--- config.mk ---
export PLATFORM = sky130hd
export DESIGN_NAME = ones_window_stats
export DESIGN_NICKNAME = d
export VERILOG_FILES = /design/src/rtl/ones_window_stats.sv
export SDC_FILE = /design/constraint.sdc
export NUM_CORES = 1
export LEC_CHECK = 0
export CAP_MARGIN = 10
export CORE_MARGIN = 5
export CORE_UTILIZATION = 36
export DETAILED_ROUTE_END_ITERATION = 6
export PLACE_DENSITY = 0.61
export SYNTH_ARGS = -nofsm -noshare
export SYNTH_HDL_FRONTEND = slang
export SYNTH_SLANG_ARGS = --single-unit
--- constraint.sdc ---
create_clock -name clk -period 2.98 [get_ports clk]
set_clock_uncertainty 0.15 [all_clocks]
set_input_delay 0.447 -clock clk [delete_from_list [all_inputs] [get_ports clk]]
set_output_delay 0.447 -clock clk [all_outputs]
set_load 0.05 [all_outputs]
--- src/rtl/ones_window_stats.sv ---
// ones_window_stats: windowed sum/max/min/threshold statistics over WINDOW accepted ones counts.
module ones_window_stats #(
  parameter int CNT_W  = 3,
  parameter int WINDOW = 8,
  parameter int SUM_W  = 6,
  parameter int THRESH = 20
) (
  input  logic             clk,
  input  logic             rst,
  input  logic             clear,
  input  logic             in_valid,
  input  logic [CNT_W-1:0] in_count,
  output logic             in_ready,
  output logic             out_valid,
  input  logic             out_ready,
  output logic [SUM_W-1:0] out_sum,
  output logic [CNT_W-1:0] out_max,
  output logic [CNT_W-1:0] out_min,
  output logic             out_over
);
  localparam int CW = (WINDOW > 1) ? $clog2(WINDOW) : 1;
  typedef enum logic {ACCUM, HOLD} state_t;
  state_t state, state_n;
  logic [CW-1:0] cnt;
  logic [SUM_W-1:0] sum, new_sum;
  logic [CNT_W-1:0] run_max, run_min, new_max, new_min;
  logic acc, last;
  if (WINDOW < 2) begin : g_bad_window
    $error("ones_window_stats: WINDOW must be at least 2");
  end
  always_comb begin
    in_ready  = state == ACCUM;
    out_valid = state == HOLD;
    acc       = in_valid & in_ready & ~clear;
    last      = acc && cnt == CW'(WINDOW - 1);
    new_sum   = sum + SUM_W'(in_count);
    new_max   = in_count > run_max ? in_count : run_max;
    new_min   = in_count < run_min ? in_count : run_min;
    state_n   = clear ? ACCUM : last ? HOLD : (out_valid && out_ready) ? ACCUM : state;
  end
  always_ff @(posedge clk or negedge rst) begin
    if (!rst) begin
      state    <= ACCUM;
      cnt      <= '0;
      sum      <= '0;
      run_max  <= '0;
      run_min  <= '1;
      out_sum  <= '0;
      out_max  <= '0;
      out_min  <= '0;
      out_over <= 1'b0;
    end else begin
      state <= state_n;
      if (clear || last) begin
        cnt     <= '0;
        sum     <= '0;
        run_max <= '0;
        run_min <= '1;
      end else if (acc) begin
        cnt     <= cnt + CW'(1);
        sum     <= new_sum;
        run_max <= new_max;
        run_min <= new_min;
      end
      // result includes the sample accepted on this same edge
      if (last) begin
        out_sum  <= new_sum;
        out_max  <= new_max;
        out_min  <= new_min;
        out_over <= 32'(new_sum) >= THRESH;
      end
    end
  end
endmodule

* Word level (Yosys, flattened, before mapping)
Index checks and enable logic that the tools add are counted.
** Word-level totals
- Word-level logic and storage cells :: 37
- Output and inout port bits :: 15
- Input bits :: 8
- Register bits after elaboration :: 29
** Cells by class
- Equality and inequality tests :: 1
- Mux-type cells :: 13
- Bitwise gates (word level) :: 4
- $lt $le $gt $ge :: 3
- Add/subtract/negate cells :: 2
- Reductions and logical operators :: 5
** Operators with widths (count)
- $mux W3 :: 8
- $mux W6 :: 2
- $add A6 B3 Y6 :: 1
- $ge A6 B5 Y1 const B :: 1
- $add A3 B1 Y3 const B :: 1
- $eq A3 B3 Y1 const B :: 1
- $gt A3 B3 Y1 :: 1
- $lt A3 B3 Y1 :: 1
- $mux W1 :: 3
- $reduce_bool A3 Y1 :: 1
- $and A1 B1 Y1 :: 2
- $logic_and A1 B1 Y1 :: 2
- $not A1 Y1 :: 2
- $reduce_bool A2 Y1 :: 1
- $logic_or A1 B1 Y1 :: 1

* Logic depth before layout (Yosys ltp)
- Depth after elaboration :: 6
- Gate-level depth with buffers :: 7
- Gate-level depth less buffers :: 7

* Worst setup path before layout
Ideal clock, no wire load.
- Kind :: flip-flop to flip-flop
- From :: reg state (netlist: out_valid)
- To :: reg run_min[0]
- Data arrival time :: 1.678 ns
- Buffers on the path :: 0
- Stages on the path, launching flop included :: 5
- Slack :: 1.069 ns
- Cells stage by stage :: dfrtp_1 -> inv_1 -> a21oi_1 -> a21oi_1 -> o32a_1
** Between the ends
- Word-level cells in the longest chain between the ends :: 6
** Ends and longest elaborated chain
- start: declaration :: line 23 : state_t state, state_n;
- start signal: assignment :: line 53 : state <= state_n;
- $not A1 Y1 * :: line 32 : in_ready = state == ACCUM;
- via in_ready :: line 13 : output logic in_ready,
- $and A1 B1 Y1 * (2 in a row) :: line 34 : acc = in_valid & in_ready & ~clear;
- $logic_and A1 B1 Y1 :: line 35 : last = acc && cnt == CW'(WINDOW - 1);
- $logic_or A1 B1 Y1 :: line 54 : if (clear || last) begin
- $mux W3 or $reduce_bool A2 Y1 (tied branches)
- end signal: assignment :: line 63 : run_min <= new_min;
- end: declaration :: line 26 : logic [CNT_W-1:0] run_max, run_min, new_max, new_min;
The timed path passes the listed nets; every way through them passes the cells marked *.
A chain may end at the register's enable or synchronous reset.

* Worst setup path in the final report
- From :: in in_count[0]
- To :: reg out_over
** Between the ends
- Word-level cells in the longest chain between the ends :: 2
** Ends and longest elaborated chain
- start: declaration :: line 12 : input logic [CNT_W-1:0] in_count,
- $add A6 B3 Y6 :: line 36 : new_sum = sum + SUM_W'(in_count);
- $ge A6 B5 Y1 :: line 70 : out_over <= 32'(new_sum) >= THRESH;
- end signal: assignment :: line 51 : out_over <= 1'b0;
- end signal: assignment :: line 70
- end: declaration :: line 19 : output logic out_over
Every way passes these cells.

==> results.json <==
{
  "status": "finished clean",
  "drt_first_pass_iters": 6,
  "ys.flop_type": "dfrtp_1",
  "slew_viol_final": 0,
  "initial_core_util_pct": 36.5,
  "timing_hold_violations_final": 0,
  "diodes": 0,
  "ant_nets": 0,
  "gp_congestion": 0.728,
  "cap_violations": 0,
  "crit_path_max_fanout": 7,
  "finalNonFillerCells": 224,
  "rows": 24,
  "grt_pass1_vias": 1168,
  "cp.required_ns": 2.96,
  "synth_area_mm2": 0.00157,
  "synth_edf_count": 0,
  "hold_path_class": "register to register",
  "max_stage_delay_ns": 0.60,
  "finalWirelength_um": 3100,
  "synth_cell_types": 38,
  "via_per_inst": 5.15,
  "p_per_area_mw_per_mm2": 478,
  "tns_ns": 0,
  "finalPower_uw": 913,
  "wire_per_inst_um": 13.8,
  "post_cts_resized": 0,
  "nets": 190,
  "synth_area_per_cell_um2": 10.8,
  "cts_setup_buffers": 0,
  "place_ws_ns": 0.280,
  "final_cell_mix": "26 x dfrtp_1, 22 x clkdlybuf4s50_1, 19 x nand2_1, 10 x inv_1, 10 x ha_1",
  "worst_pin_slew_ns": 0.895,
  "clk_pin_slew_ns": 0.07,
  "ir_worst_vdd_mv": 0.196,
  "cp-start-kind": "input pin",
  "p_leak_uw": 0.000863,
  "drc": 0,
  "worstHoldPathCells": 2,
  "portBuffers": 22,
  "fin_area_mm2": 0.00191,
  "r2r_slack_ns": 0.92,
  "relSlewSlack_pct": 40.4,
  "syn2layout_area_growth_pct": 21.9,
  "syn_nets": 164,
  "h-tree-depth": 2,
  "grt_max_degree": 30,
  "dpl-instance-area_mm2": 0.00181,
  "core_area_mm2": 0.00429,
  "synth_cells": 145,
  "hpwlAfterDp_um": 2260,
  "grt_first_pass_wirelength_um": 5480,
  "cts_tree": "done",
  "track_usage_pct": 11.6,
  "clockBufferDepth": 2,
  "ios": 23,
  "end_kind": "register",
  "cts.sinks": 29,
  "fin_ws_ns": 0.567,
  "worst_r2r_path_depth": 5,
  "crit_chain": "clkdlybuf4s50_1, ha_1, inv_1, fa_1, xor2_1, nand2b_1, o221ai_1, a31oi_1",
  "max_freq_mhz": 414,
  "async_reset_ff_share_pct": 100,
  "die-height_um": 76.0,
  "dieArea_mm2": 0.00577,
  "vias": 1153,
  "drt_iter0_drc": 35,
  "cts_buffers": 5,
  "finalCritPeriodShare_pct": 81.0,
  "crit_type": "input pin to register",
  "synth_warnings": 0,
  "cp_data_arrival_time_ns": 2.39,
  "seq_area_frac_synth_pct": 46.5,
  "ys_seq_elements": 29,
  "fin_crit_ns": 2.41,
  "slowest_stage": "clkdlybuf4s50_1",
  "final_common_cell": "dfrtp_1",
  "drive_above_1_share_pct": 14.0,
  "rsz0062_at_grt": "false",
  "placed_cells": 216,
  "fp.dieW_um": 76.0,
  "ctsHoldBuffers": 0,
  "cts_root_buf": "clkbuf_8",
  "antenna_found_initial": 0,
  "finalSetupViolCount": 0,
  "grt_overflow": 0,
  "clkLatencyLatePin_ns": 0.28
}
## metrics by stage
| step | hold slack, ns | utilization [%] |
|---|---|---|
| 2_1_floorplan | 0.00141 | - |
| 3_3_place_gp | 0.312 | 42.1 |
| 3_5_place_dp | 0.318 | 42.1 |
| 4_1_cts | 0.333 | 44.5 |
| 5_1_grt | 0.349 | 44.5 |
| 6_report | 0.330 | 44.5 |
## worst max-delay path: cells and delay by family
kind	cells	cell delay (ns)
buffers and inverters	2	0.66
AOI/OAI and AO/OA	2	0.29
and+or+nand+nor	1	0.09
adders and majority gates	2	0.61
xor gates and xnor gates	1	0.30
## area by class of cell
cell class | instances | area (um2)
Clock inverter | 1 | 5.00
Fill cell | 398 | 2380
Timing Repair Buffer | 24 | 235
Clock buffer | 7 | 96.3
Tap cell | 52 | 65.1
Sequential cell | 29 | 729
Multi-Input combinational cell | 101 | 742
Inverter | 10 | 37.5
## registers in the layout, indices dropped and copies added (netlist names)
name and cells:
out_valid 1, out_over 1, run_min 3, sum 6, run_max 3, out_sum 6, out_max 3, cnt 3
out_min 3
## layer usage
metal  vias to the layer above  wire (um)  track usage [%]
met3                         5        144             3.31
met1                       551       1490             15.3
li1                        573          -                -
met2                        24       1390             17.3
met5                         -          0                0
met4                         0         64             5.87
## power by group
part           switching (uW)  internal, uW  total, uW
Sequential               10.3           411        421
Combinational            79.7          57.2        137
Clock                     147           208        355
Total                     237           676        913
## kinds of logic after synthesis
logic type | count (synthesis) | share of synthesized area (%)
compound gates | 43 | 19.8
xor+xnor | 3 | 1.68
fa+ha+maj | 11 | 9.26
buf+inv | 15 | 6.15
flops | 29 | 46.5
mux | 5 | 3.19
simple gates | 39 | 13.4
## worst paths after layout
path,endpoint,from
max,out_over$_DFFE_PN0P_,in_count[0]
min,out_sum[1]$_DFFE_PN0P_,out_sum[1]$_DFFE_PN0P_
max reg2reg,out_sum[5]$_DFFE_PN0P_,cnt[0]$_DFFE_PN0P_
min reg2reg,out_sum[1]$_DFFE_PN0P_,out_sum[1]$_DFFE_PN0P_
max in group asynchronous,run_min[1]$_DFFE_PN1P_,rst
min in group asynchronous,cnt[0]$_DFFE_PN0P_,rst
## Yosys cell counts, drive strengths merged, types with 3 or more instances
cell / n / area, um2
a21oi: 5 / 25.0
o22ai: 3 / 18.8
inv: 10 / 37.5
nor2: 7 / 26.3
ha: 10 / 125
nand2b: 3 / 26.3
a32o: 3 / 30.0
dfstp: 3 / 78.8
a22o: 5 / 43.8
mux2i: 5 / 50.1
dfrtp: 26 / 651
nand2: 19 / 71.3
buf: 5 / 58.8
o21ai: 18 / 116
(Power assumes the default switching activity.)
